## src/rtl/rf_arb_pkg.sv

```systemverilog
// Shared widths, the $zero address and the grant encoding for the register-file
// write arbiter.
package rf_arb_pkg;

  localparam int REG_ADDR_W = 5;
  localparam int DATA_W     = 32;

  localparam logic [REG_ADDR_W-1:0] ZERO_REG = 5'd0;

  typedef enum logic [1:0] {GNT_NONE, GNT_A, GNT_B} grantT;

endpackage

```

## src/rtl/rr_arbiter2.sv

```systemverilog
// Two-requester arbiter: round-robin (PRIORITY_MODE=0) or fixed A-first
// (PRIORITY_MODE=1). It remembers the last requester that actually transferred.
module rr_arbiter2
  import rf_arb_pkg::*;
#(
  parameter int PRIORITY_MODE = 0
) (
  input  logic  Clk,
  input  logic  Reset_n,
  input  logic  Stall,
  input  logic  ValidA,
  input  logic  ValidB,
  output grantT Grant
);

  grantT lastGrant;

  // A grant is a transfer, because it is only issued to a valid requester.
  always_comb begin
    Grant = GNT_NONE;
    if (!Stall) begin
      if (ValidA && ValidB) begin
        Grant = (PRIORITY_MODE == 1 || lastGrant == GNT_B) ? GNT_A : GNT_B;
      end else if (ValidA) begin
        Grant = GNT_A;
      end else if (ValidB) begin
        Grant = GNT_B;
      end
    end
  end

  // Starting from B means A wins the first conflict after reset.
  always_ff @(posedge Clk or negedge Reset_n) begin
    if (!Reset_n) begin
      lastGrant <= GNT_B;
    end else if (Grant != GNT_NONE) begin
      lastGrant <= Grant;
    end
  end

endmodule

```

## src/rtl/regfile_write_arbiter.sv

```systemverilog
// Shares the RegisterFile write port between ALU (A) and load (B) writeback.
// Define RF_WRITE_BYPASS_EN to forward the pending write onto the read data.
module regfile_write_arbiter
  import rf_arb_pkg::*;
#(
  parameter int PRIORITY_MODE = 0,
  parameter int CNT_W         = 16
) (
  input  logic                  Clk,
  input  logic                  Reset_n,
  input  logic                  Stall,
  input  logic                  ReqValidA,
  input  logic [REG_ADDR_W-1:0] ReqRegA,
  input  logic [DATA_W-1:0]     ReqDataA,
  output logic                  ReqReadyA,
  input  logic                  ReqValidB,
  input  logic [REG_ADDR_W-1:0] ReqRegB,
  input  logic [DATA_W-1:0]     ReqDataB,
  output logic                  ReqReadyB,
  output logic [REG_ADDR_W-1:0] WriteRegister,
  output logic [DATA_W-1:0]     WriteData,
  output logic                  RegWrite,
  input  logic [REG_ADDR_W-1:0] ReadRegister1,
  input  logic [REG_ADDR_W-1:0] ReadRegister2,
  input  logic [DATA_W-1:0]     RfReadData1,
  input  logic [DATA_W-1:0]     RfReadData2,
  output logic [DATA_W-1:0]     ReadData1,
  output logic [DATA_W-1:0]     ReadData2,
  output logic [CNT_W-1:0]      ConflictCount
);

  typedef enum logic {IDLE, WRITE} stateT;

  stateT                 state;
  stateT                 stateNext;
  grantT                 grant;
  logic [REG_ADDR_W-1:0] acceptReg;
  logic [DATA_W-1:0]     acceptData;

  rr_arbiter2 #(.PRIORITY_MODE(PRIORITY_MODE)) uArbiter (
    .Clk     (Clk),
    .Reset_n (Reset_n),
    .Stall   (Stall),
    .ValidA  (ReqValidA),
    .ValidB  (ReqValidB),
    .Grant   (grant)
  );

  assign ReqReadyA  = (grant == GNT_A);
  assign ReqReadyB  = (grant == GNT_B);
  assign acceptReg  = (grant == GNT_B) ? ReqRegB  : ReqRegA;
  assign acceptData = (grant == GNT_B) ? ReqDataB : ReqDataA;

  // Writes to $zero are accepted from the requester but never reach the port.
  always_comb begin
    stateNext = IDLE;
    if (grant != GNT_NONE && acceptReg != ZERO_REG) begin
      stateNext = WRITE;
    end
  end

  always_ff @(posedge Clk or negedge Reset_n) begin
    if (!Reset_n) begin
      state <= IDLE;
    end else begin
      state <= stateNext;
    end
  end

  always_ff @(posedge Clk or negedge Reset_n) begin
    if (!Reset_n) begin
      WriteRegister <= '0;
      WriteData     <= '0;
    end else if (stateNext == WRITE) begin
      WriteRegister <= acceptReg;
      WriteData     <= acceptData;
    end
  end

  assign RegWrite = (state == WRITE);

  always_ff @(posedge Clk or negedge Reset_n) begin
    if (!Reset_n) begin
      ConflictCount <= '0;
    end else if (ReqValidA && ReqValidB && !Stall && ConflictCount != '1) begin
      ConflictCount <= ConflictCount + {{(CNT_W-1){1'b0}}, 1'b1};
    end
  end

`ifdef RF_WRITE_BYPASS_EN
  // The write sitting on the port commits only at the next edge, so readers see it here first.
  always_comb begin
    ReadData1 = RfReadData1;
    ReadData2 = RfReadData2;
    if (RegWrite && WriteRegister == ReadRegister1 && ReadRegister1 != ZERO_REG) begin
      ReadData1 = WriteData;
    end
    if (RegWrite && WriteRegister == ReadRegister2 && ReadRegister2 != ZERO_REG) begin
      ReadData2 = WriteData;
    end
  end
`else
  logic unusedReadAddr;
  assign unusedReadAddr = ^{ReadRegister1, ReadRegister2};
  assign ReadData1      = RfReadData1;
  assign ReadData2      = RfReadData2;
`endif

endmodule

```

## config.mk

```make
export PLATFORM = sky130hd
export DESIGN_NAME = regfile_write_arbiter
export DESIGN_NICKNAME = d
export VERILOG_FILES = /design/src/rtl/rf_arb_pkg.sv /design/src/rtl/rr_arbiter2.sv /design/src/rtl/regfile_write_arbiter.sv
export SDC_FILE = /design/constraint.sdc
export NUM_CORES = 1
export LEC_CHECK = 0
export ABC_CLOCK_PERIOD_IN_PS = 2100
export CORE_ASPECT_RATIO = 0.75
export CORE_MARGIN = 3
export CORE_UTILIZATION = 30
export DETAILED_ROUTE_END_ITERATION = 6
export PLACE_DENSITY = 0.87
export RECOVER_POWER = 100
export SLEW_MARGIN = 0
export SYNTH_ARGS = -nofsm -noshare
export SYNTH_HDL_FRONTEND = slang
export SYNTH_SLANG_ARGS = --single-unit
```

## constraint.sdc

```tcl
create_clock -name Clk -period 2.1 [get_ports Clk]
set_input_delay 0.21 -clock Clk [delete_from_list [all_inputs] [get_ports Clk]]
set_output_delay 0.21 -clock Clk [all_outputs]
set_load 0.05 [all_outputs]
```

==> results of run 1 <==
critical path, cell delays in order, from the launching register on:
cell      delay (ns)
dfstp_2         0.55
and3b_1         0.17
or2_2           0.15
clkbuf_8        0.35
inv_1           0.13
buf_12          0.17
synth_stat cells (all sizes together) (2+ instances only):
master   n  share of area [%]
inv      5               0.57
buf     67                 16
nand2    8               0.91
a21oi    5               0.76
and4     2               0.53
nand3    7                1.1
dfrtp   55                 42
mux2i    3               0.91
nor3     5               0.76
and3     2               0.38
nand4    3               0.57
xor2    11                2.9
clkbuf   7               0.80
nor4     4                1.1
and3b    3               0.80
nor2     3               0.34
mux2    72                 25
power groups by stage:
| stage | registers, W | clock network [W] | logic, W |
|---|---|---|---|
| after floorplan | 0.00198 | 0 | 0.000656 |
| after global placement | 0.00140 | 0 | 0.00152 |
| after detailed placement | 0.00140 | 0 | 0.00155 |
| after CTS | 0.00139 | 0.000901 | 0.00156 |
| after global routing | 0.00141 | 0.000948 | 0.00161 |
| final | 0.00138 | 0.000861 | 0.00154 |
worst min path at each step:
stage | from | endpoint | slack (ns)
finish | Reset_n | ConflictCount[3] | 0.38
global route | RfReadData1[26] | ReadData1[26] | 0.42
CTS | Reset_n | ConflictCount[5] | 0.002
detailed placement | Reset_n | ConflictCount[5] | 0.32
global placement | Reset_n | ConflictCount[6] | 0.31
floorplan | Reset_n | ConflictCount[0] | -0.09
flip-flops by register name, indices dropped and copies added (netlist names):
register	flops
WriteRegister	5
WriteData	32
ConflictCount	16
uArbiter.lastGrant	2
RegWrite	1
cells by family after synthesis:
group | Yosys count | share of synthesized area (%)
muxes | 75 | 25.58
AOI/OAI and AO/OA | 14 | 3.350
and+or+nand+nor | 43 | 7.804
buffers and inverters | 79 | 17.02
adders and majority gates | 1 | 0.3806
xor gates and xnor gates | 12 | 3.198
DFF | 56 | 42.67
layer usage:
metal  global-route usage, %  up-vias
li1                        -     1074
met2                   21.34      121
met4                   5.936        0
met1                   15.09     1136
met5                       0        -
met3                   6.788       41
cell type report:
type / instances / area, um2
Clock buffer: 7 / 142.6
Tap cell: 136 / 170.2
Clock inverter: 1 / 8.758
Multi-Input combinational cell: 145 / 1334
Sequential cell: 56 / 1403
Timing Repair Buffer: 149 / 1473
Inverter: 5 / 18.77
Fill cell: 965 / 5941
per-stage QoR:
step / instances / setup slack, ns
2_1_floorplan: 280 / -0.04263
3_3_place_gp: 491 / -0.1813
3_5_place_dp: 491 / -0.2182
4_1_cts: 499 / 0.03707
5_1_grt: 499 / -0.01023
6_report: 499 / 0.07060
what timing repair did:
| action | 4_1_cts | 5_1_grt |
|---|---|---|
| hold endpoints to repair | 0 | 0 |
| resized for setup | 1 | 2 |
| gates cloned | 0 | 0 |
| setup endpoints to repair | 31 | 5 |
==> results.py, run 1 <==
metrics = {
    "clock_tree": {
        "numCtsBuffers": 5,
        "clock_sinks": 56,
        "clkTransAtPathRegs_ns": 0.07,
        "htreeDepth": 2,
        "ctsHoldBuffers": 0,
        "cts_tree": "yes",
        "clock_latency_ns": 0.29,
        "post_cts_buffers": 0,
        "root_buffer": "clkbuf_16",
        "cts_buffer_depth": 2,
    },
    "logic_synthesis": {
        "ys_seq_elements": 56,
        "synthArstFlopShare_pct": 100.0,
        "ys_seq_area_share_pct": 42.67,
        "synth_edf_count": 0,
        "syn_nets": 434,
        "synth_cell_types": 38,
        "syn_avg_cell_area_um2": 11.74,
        "synthCells": 280,
        "ys.flop_type": "dfrtp_1",
        "synthesis.area_um2": 3287,
        "ys_warn_count": 0,
    },
    "placement": {
        "placed_area_um2": 4394,
        "hpwl_um": 6664,
        "port_buffers": 134,
        "place_congestion": 0.7904,
    },
    "critical_path": {
        "rrSetupSlack_ns": 0.08,
        "path_max_fanout": 40,
        "timing.rr.start": "uArbiter.lastGrant[0]",
        "rr_worst_depth": 5,
        "worstSetupStartpoint": "uArbiter.lastGrant[1]",
        "path_class": "flip-flop to primary output",
        "endpoint": "ReqReadyB",
        "crit_arrival_ns": 1.82,
        "startpoint_type": "flip-flop",
        "cp-end-kind": "primary output",
        "r2r_end": "WriteData[24]",
        "required_ns": 1.89,
    },
    "pwr": {
        "p_seq_share_pct": 36.5,
        "p_int_w": 0.002370,
        "switching_power_w": 0.001408,
        "p_leak_nw": 1.923,
        "power_frac_comb_pct": 40.7,
        "powerDensity_nw_per_um2": 830.6,
        "totalPowerFinal_w": 0.003779,
        "clockPowerShare_pct": 22.8,
        "switching_share_pct": 37.27,
        "vdd_drop_max_mv": 0.3515,
    },
    "finish": {
        "fin_util_pct": 43.37,
        "drive_gt1_share_pct": 27.00,
        "mostFrequentLayoutCells": "clkdlybuf4s50_1 (131), mux2_2 (69), dfrtp_1 (55)",
        "design_area_um2": 4549,
        "n_antenna_cell": 0,
        "final_common_cell": "clkdlybuf4s50_1",
        "area_growth_pct": 38.41,
        "final_nets": 516,
    },
    "sta": {
        "worst_slew_pin_slew_ns": 1.759,
        "finalHoldViolCount": 0,
        "drv_slew": 32,
        "setup_viol": 0,
        "holdWs_ns": 0.3779,
        "slew_headroom_pct": -17.25,
        "tns_ns": 0,
        "period_minus_slack_ns": 2.029,
        "final.setup_skew_ns": 0.006776,
        "rsz0062_at_grt": "true",
        "timing.final.crit_share_pct": 96.64,
        "fmax_mhz": 492.8,
    },
    "worst_hold_path": {
        "hp-class": "input pin to async pin",
    },
    "global_routing": {
        "grt_pass1_vias": 2558,
        "grt_usage_pct": 13.42,
        "grt_pass1_wl_um": 13330,
        "overflow": 0,
        "grt_antenna_before_repair": 0,
        "grt_max_degree": 41,
    },
    "detailed_routing": {
        "drt-wirelength-per-cell_um": 17.05,
        "first_iter_violations": 57,
        "drc": 0,
        "topRoutingLayerUsed": "met4",
        "m1WireLength_um": 3275,
        "drt_wl_total_um": 8508,
        "routed-via-count": 2372,
        "drt-pass1-iter-count": 4,
        "via_per_inst": 4.754,
        "postRouteAntennaNets": 0,
        "wl_met2_um": 4008,
        "routed-wl-met3_um": 931,
    },
    "floorplanning": {
        "num_rows": 32,
        "die_width_um": 126.9,
        "die_h_um": 96.65,
        "core_um2": 10490,
        "dieArea_um2": 12260,
        "start_util_pct": 31.33,
        "pin_count": 273,
    },
    "run_status": {
        "failed_checks": "max-capacitance violations, max-slew violations",
        "outcome": "finished, violations left",
    },
    "job": {
        "drv_cap": 1,
    },
}
No activity file was read; power rests on OpenSTA's default activity.
==> run 2: changes to the inputs <==
--- a/config.mk
+++ b/config.mk
@@ -12,7 +12,7 @@
 export DETAILED_ROUTE_END_ITERATION = 6
 export PLACE_DENSITY = 0.87
 export RECOVER_POWER = 100
-export SLEW_MARGIN = 0
+export SLEW_MARGIN = 15
 export SYNTH_ARGS = -nofsm -noshare
 export SYNTH_HDL_FRONTEND = slang
 export SYNTH_SLANG_ARGS = --single-unit
==> results of run 2 <==
No change in the layout: final DEF, timing and power equal those of run 1.
==> run 3: changes to the inputs <==
--- a/config.mk
+++ b/config.mk
@@ -12,6 +12,7 @@
 export DETAILED_ROUTE_END_ITERATION = 6
 export PLACE_DENSITY = 0.87
 export RECOVER_POWER = 100
+export SKIP_CTS_REPAIR_TIMING = 1
 export SLEW_MARGIN = 15
 export SYNTH_ARGS = -nofsm -noshare
 export SYNTH_HDL_FRONTEND = slang
==> run 3 against run 2 <==
  * The run still ends with max-capacitance violations, max-slew violations left
  * Non-clock buffer count did not move
  * Clock-buffer cell count did not move
  * Sequential share of layout area rose by 0.20 points
  * Utilization fell by 0.27 points
  * Final area fell by 0.63%
  * Register-to-register slack barely moved
  * Maximum frequency fell by 0.21%
  * Critical path depth did not move
  * Global-route usage did not move
==> results.py, run 3 (synthesis gave the netlist of run 1 again) <==
metrics = {
    "clock_tree": {
        "cts_tree": "yes",
        "clock_latency_ns": 0.29,
        "clkTransAtPathRegs_ns": 0.07,
        "clock_sinks": 56,
        "htreeDepth": 2,
        "numCtsBuffers": 5,
        "cts_buffer_depth": 2,
        "root_buffer": "clkbuf_16",
    },
    "global_routing": {
        "overflow": 0,
        "grt_pass1_wl_um": 13330,
        "grt_pass1_vias": 2558,
        "grt_max_degree": 41,
        "grt_antenna_before_repair": 0,
        "grt_usage_pct": 13.42,
    },
    "finish": {
        "drive_gt1_share_pct": 26.17,
        "n_antenna_cell": 0,
        "design_area_um2": 4521,
        "mostFrequentLayoutCells": "clkdlybuf4s50_1 (76), mux2_2 (69), dfrtp_1 (55), dlygate4sd3_1 (55), xor2_1 (11)",
        "area_growth_pct": 37.53,
        "fin_util_pct": 43.09,
        "largest_reg_flops": 32,
        "final_common_cell": "clkdlybuf4s50_1",
        "final_nets": 516,
        "top_register": "WriteData",
        "reg_top3": "WriteData (32), ConflictCount (16), WriteRegister (5)",
    },
    "pwr": {
        "powerDensity_nw_per_um2": 817.9,
        "vdd_drop_max_mv": 0.3341,
        "p_leak_nw": 1.952,
    },
    "sta": {
        "setup_viol": 0,
        "timing.final.crit_share_pct": 96.84,
        "period_minus_slack_ns": 2.034,
        "rsz0062_at_grt": "true",
        "final.setup_skew_ns": 0.006896,
        "drv_slew": 32,
        "worst_slew_pin_slew_ns": 1.770,
        "fmax_mhz": 491.7,
        "holdWs_ns": 0.3806,
        "tns_ns": 0,
        "slew_headroom_pct": -17.97,
        "finalHoldViolCount": 0,
    },
    "placement": {
        "hpwl_um": 6664,
        "place_congestion": 0.7904,
        "port_buffers": 134,
        "placed_area_um2": 4394,
    },
    "critical_path": {
        "cp-end-kind": "primary output",
        "rrSetupSlack_ns": 0.08,
        "path_max_fanout": 40,
        "rr_worst_depth": 5,
        "crit_arrival_ns": 1.82,
        "path_class": "flip-flop to primary output",
        "startpoint_type": "flip-flop",
        "required_ns": 1.89,
    },
    "run_status": {
        "outcome": "finished, violations left",
        "failed_checks": "max-capacitance violations, max-slew violations",
    },
    "floorplanning": {
        "die_width_um": 126.9,
        "die_h_um": 96.65,
        "start_util_pct": 31.33,
        "num_rows": 32,
        "pin_count": 273,
        "dieArea_um2": 12260,
        "core_um2": 10490,
    },
    "detailed_routing": {
        "routed-via-count": 2370,
        "first_iter_violations": 47,
        "drt-wirelength-per-cell_um": 17.03,
        "via_per_inst": 4.749,
        "drt_wl_total_um": 8498,
        "drt-pass1-iter-count": 4,
        "drc": 0,
        "postRouteAntennaNets": 0,
    },
    "job": {
        "drv_cap": 1,
    },
    "worst_hold_path": {
        "hp-class": "input pin to async pin",
    },
}
## run 3: cell types whose count changed in the layout (fill, tap and decap cells not counted), sizes merged
cell,before,now
dlygate4sd3,0,55
clkdlybuf4s50,131,76
buf,14,11
clkbuf,11,14
## run 3: worst max-delay path, cell delays in order, from the launching register on
cell and delay, ns:
dfstp_2 0.55, and3b_1 0.17, or2_2 0.15, clkbuf_8 0.35, inv_1 0.13, buf_12 0.17
## run 3: worst paths after layout
path / startpoint / endpoint
hold reg to reg: uArbiter.lastGrant[1] / uArbiter.lastGrant[1]
max in group asynchronous: Reset_n / WriteData[5]
min in group Clk: RfReadData1[17] / ReadData1[17]
setup reg to reg: uArbiter.lastGrant[0] / WriteData[19]
setup / recovery: uArbiter.lastGrant[1] / ReqReadyB
hold / removal: Reset_n / ConflictCount[3]
## run 3: routing by layer
layer	routed length, um	up-vias	share of wire (%)	track usage (%)
li1	-	1069	-	-
met1	3259	1137	38	15.09
met2	4031	123	47	21.34
met3	913	41	11	6.788
met4	293	0	3.4	5.936
met5	0	-	0	0
## run 3: layout make-up
cell class | instances | area (um2)
fillers | 972 | 5969
clock inverters | 1 | 8.758
multi-input cells | 145 | 1319
clock buffers | 7 | 142.6
well taps | 136 | 170.2
repair buffers | 149 | 1459
flip-flops and latches | 56 | 1403
inverters | 5 | 18.77
## run 3: power breakdown
group          switching, W  internal, W
clock              0.000379     0.000478
sequential         0.000118      0.00125
combinational      0.000895     0.000573
## run 3: through the flow
stage                     std cells  worst slack, ns  power (W)
final                           499          0.06635   0.003697
after floorplan                 280         -0.04263   0.002639
after CTS                       499          -0.1040   0.003845
after detailed placement        491          -0.2182   0.002958
after global placement          491          -0.1813   0.002920
after global routing            499        -0.008857   0.003892
==> RTL change 1: new RTL, settings of run 3 <==
Encoding of `grantT`: now one-hot (3 bits for 3 values).
--- a/src/rtl/rf_arb_pkg.sv
+++ b/src/rtl/rf_arb_pkg.sv
@@ -7,7 +7,7 @@
 
   localparam logic [REG_ADDR_W-1:0] ZERO_REG = 5'd0;
 
-  typedef enum logic [1:0] {GNT_NONE, GNT_A, GNT_B} grantT;
+  typedef enum logic [2:0] {GNT_NONE = 3'b001, GNT_A = 3'b010, GNT_B = 3'b100} grantT;
 
 endpackage
 
Behaviour: no difference found for any inputs over 10 cycles, from zero or initial values and one cycle with Reset_n low; not proved beyond that.
==> RTL change 1 against run 3 <==
Power rose by 16%; area after synthesis increased by 2.1%; setup slack improved by 52 ps; sequential cell count grew 1; fmax is 2.6% higher; die area up 2.0%; final area increased by 3.5%; combinational power decreased by 3%; final cell count rose by 2.6%; routed wire length up 7.9%; worst hold slack better by 39 ps; critical path type is now register to register; largest cell class unchanged; highest routed layer unchanged.
==> RTL change 1: results (changes against run 3) <==
{| class="wikitable"
! Metric !! Value
|-
| Outcome || completed (was finished, violations left)
|-
| Proportion of layout cells with a drive suffix above 1 || 18.1% (was 26.2%)
|-
| Register area share after synthesis || 42.5% (was 42.7%)
|-
| Reg-to-reg slack, setup || 120 ps (was 80 ps)
|-
| Number of distinct library cell variants in the gate-level netlist after synthesis || 48 (was 38)
|-
| Violation count after the first detailed-routing iteration || 118 (was 47)
|-
| Synthesized-area fraction occupied by ao, oa, aoi and oai cells || 17.3% (was 3.35%)
|-
| Xor/xnor share of the synthesized area || 3.65% (was 3.20%)
|-
| Peak VDD IR || 0.362 mV (was 0.334 mV)
|-
| Net count after synthesis || 446 (was 434)
|-
| Maximum number of pins on one net before global-route repair || 27 (was 41)
|-
| LEAKAGE || 1.90 nW (was 1.95 nW)
|-
| Post-synthesis cell count || 292 (was 280)
|-
| Post-synth top cells || 64 x buf_4, 56 x dfrtp_1, 30 x o221a_1 (was 69 x mux2_2, 64 x buf_4, 55 x dfrtp_1)
|-
| Worst setup startpoint || uArbiter.lastGrant[2] (was uArbiter.lastGrant[1])
|-
| # placed instances || 495 (was 491)
|-
| Setup Skew || 8.13 ps (was 6.90 ps)
|-
| Weighted congestion at the end of routability-driven global placement || 0.769 (was 0.790)
|-
| Sum of internal, switching and leakage power || 4.28 mW (was 3.70 mW)
|-
| Signal arrival time at the worst endpoint || 2230 ps (was 1820 ps)
|-
| Type of the most critical hold path || primary input to output port (was primary input to async pin)
|-
| Worst relative slew slack || 54.3% (was -18.0%)
|-
| Total Routing Usage GR || 15.1% (was 13.4%)
|-
| Filler cell count in the final layout || 967 (was 972)
|-
| Cells taking the most area after synthesis || dfrtp_1 42%, buf_4 14%, o221a_1 10% (was dfrtp_1 42%, mux2_2 24%, buf_4 15%)
|}
RTL change 1: changes by cell type after synthesis, moves of 4 or more:
cell and change:
mux2_2 -69, o221a_1 +30, or3_2 +23, or3_1 +12
clkbuf_1 -7, buf_2 +6, o221a_2 +5, a211oi_1 +4
buf_12 +4, nor3_1 -4
RTL change 1: stage by stage:
step	hold WS, ps	setup WS [ps]
floorplan	-85.6	20.0
global placement	94.8	56.1
detailed placement	103	13.1
finish	420	118
global route	420	1.12
CTS	-248	59.4
RTL change 1: layout make-up:
class | count | area share, %
well taps | 136 | 3.64
inverters | 6 | 0.482
flip-flops and latches | 57 | 30.6
multi-input cells | 147 | 26.3
clock buffers | 13 | 5.56
repair buffers | 150 | 32.6
clock inverters | 3 | 0.856
RTL change 1: metal layers:
layer	GRT usage [%]	vias up	wire length, um
met1	18.5	1225	3840
met3	7.14	28	892
met2	22.6	175	4200
met5	0	-	0
met4	6.53	0	235
li1	-	1176	-
==> RTL change 2: new RTL, flow settings as in run 3 <==
Made on the original files. Change the package constant `DATA_W` from 32 to 28.
--- a/src/rtl/rf_arb_pkg.sv
+++ b/src/rtl/rf_arb_pkg.sv
@@ -3,7 +3,7 @@
 package rf_arb_pkg;
 
   localparam int REG_ADDR_W = 5;
-  localparam int DATA_W     = 32;
+  localparam int DATA_W     = 28;
 
   localparam logic [REG_ADDR_W-1:0] ZERO_REG = 5'd0;
 
Interface: changed (7 resized); port bits go from 273 to 245. The function was not compared with the original's and may differ.
==> RTL change 2 against run 3 <==
Die area fell by 3.2%; count of clock-buffer cells in the layout did not move; highest routed layer unchanged; area after synthesis fell by 3.3%; routed wire length fell by 6.6%; sequential cell count fell by 4; setup slack got worse by 13 ps; largest power group unchanged; sequential share of layout area fell by 1.5 points; final area fell by 2.4%; power rose by 2.0%.
==> RTL change 2: results (changes against run 3) <==
{| class="wikitable"
! Metric !! Value
|-
| Outcome || completed (was finished, violations left)
|-
| Worst-Skew Late Latency || 280 ps
|-
| Routed length on met2 || 3.89 mm (was 4.03 mm)
|-
| # placed instances || 458 (was 491)
|-
| Global routing met3 resource utilization || 4.48% (was 6.79%)
|-
| Post-synthesis cell count || 257 (was 280)
|-
| Wire length of the first global-routing pass || 11.9 mm (was 13.3 mm)
|-
| Cells taking the most area after synthesis || dfrtp_1 40%, buf_4 13%, mux2_4 13% (was dfrtp_1 42%, mux2_2 24%, buf_4 15%)
|-
| Number of distinct library cell variants in the gate-level netlist after synthesis || 42 (was 38)
|-
| PortBufs || 122 (was 134)
|-
| Global routing usage on met1 || 13.7% (was 15.1%)
|-
| Signal arrival time at the worst endpoint || 2210 ps (was 1820 ps)
|-
| Met2 Usage GRT || 22.8% (was 21.3%)
|-
| Worst relative slew slack || 17.4% (was -18.0%)
|-
| Largest fanout of any net on the critical path || 8 (was 40)
|-
| Setup Skew || 3.45 ps (was 6.90 ps)
|-
| Weighted congestion at the end of routability-driven global placement || 0.877 (was 0.790)
|-
| Number of CTS-inserted buffers || 5 (unchanged)
|-
| Register area share after synthesis || 41.0% (was 42.7%)
|-
| Proportion of layout cells with a drive suffix above 1 || 27.7% (was 26.2%)
|-
| Type of the most critical hold path || primary input to output port (was primary input to async pin)
|-
| NumNets Final || 476 (was 516)
|-
| Mean routed wirelength per cell || 16.9 um (was 17.0 um)
|-
| Met3 routed WL || 628 um (was 913 um)
|-
| Violation count after the first detailed-routing iteration || 37 (was 47)
|-
| Largest registers in the final layout || WriteData: 28 flops, ConflictCount: 16 flops, WriteRegister: 5 flops (was WriteData: 32 flops, ConflictCount: 16 flops, WriteRegister: 5 flops)
|-
| Maximum number of pins on one net before global-route repair || 37 (was 41)
|-
| LEAKAGE || 1.96 nW (was 1.95 nW)
|-
| Peak VDD IR || 0.389 mV (was 0.334 mV)
|-
| Post-DP HPWL || 5.84 mm (was 6.66 mm)
|-
| Post-synth top cells || 56 x buf_4, 51 x dfrtp_1, 37 x mux2_2 (was 69 x mux2_2, 64 x buf_4, 55 x dfrtp_1)
|-
| Total internal power || 2.41 mW (was 2.31 mW)
|-
| Worst setup timing slack at the placement stage || -258 ps (was -218 ps)
|-
| Met1 layer wirelength in the final routing || 3.20 mm (was 3.26 mm)
|-
| Total Routing Usage GR || 12.6% (was 13.4%)
|}
[RTL change 2: changes by cell type after synthesis, sizes merged, moves of 2 or more]
cell    change
a21oi       -2
buf         -7
clkbuf      -3
dfrtp       -4
inv         +2
mux2        -7
nand3       -2
nor2        -2
xnor2       +3
xor2        -3
[RTL change 2: kinds of logic after synthesis]
kind of cell	share of synthesized area, %
AOI/OAI and AO/OA	3.58
DFF	41.0
and+or+nand+nor	8.07
muxes	27.0
adders and majority gates	0.394
xor gates and xnor gates	3.31
buffers and inverters	16.7
[RTL change 2: path summary, 6_finish.rpt]
kind | slack (ps) | from | to | depth (start not counted)
max | 50 | ReqValidA | WriteData[17] | 7
min | 420 | RfReadData1[27] | ReadData1[27] | 0
max reg2reg | 120 | uArbiter.lastGrant[1] | WriteData[20] | 5
min reg2reg | 470 | uArbiter.lastGrant[1] | uArbiter.lastGrant[1] | 2
max in group asynchronous | 550 | Reset_n | uArbiter.lastGrant[1] | 3
min in group asynchronous | 710 | Reset_n | ConflictCount[10] | 2
[RTL change 2: power groups by stage]
stage | Clock (mW) | Combinational (mW) | Sequential [mW]
finish | 0.969 | 1.50 | 1.31
global route | 1.05 | 1.56 | 1.33
detailed placement | 0 | 1.55 | 1.33
CTS | 1.01 | 1.56 | 1.31
floorplan | 0 | 0.677 | 1.88
global placement | 0 | 1.52 | 1.32
[RTL change 2: critical path, cell delays in order]
cell             delay [ps]
clkdlybuf4s50_1         470
and3b_1                 220
or2_2                   320
a311oi_4                310
buf_4                   190
clkbuf_16               170
mux2_4                  300
[RTL change 2: area by class of cell]
type	count	area, um^2
Clock buffer	7	153
Clock inverter	1	30.0
Fill cell	909	5560
Inverter	7	26.3
Multi-Input combinational cell	133	1330
Sequential cell	52	1300
Tap cell	132	165
Timing Repair Buffer	139	1400
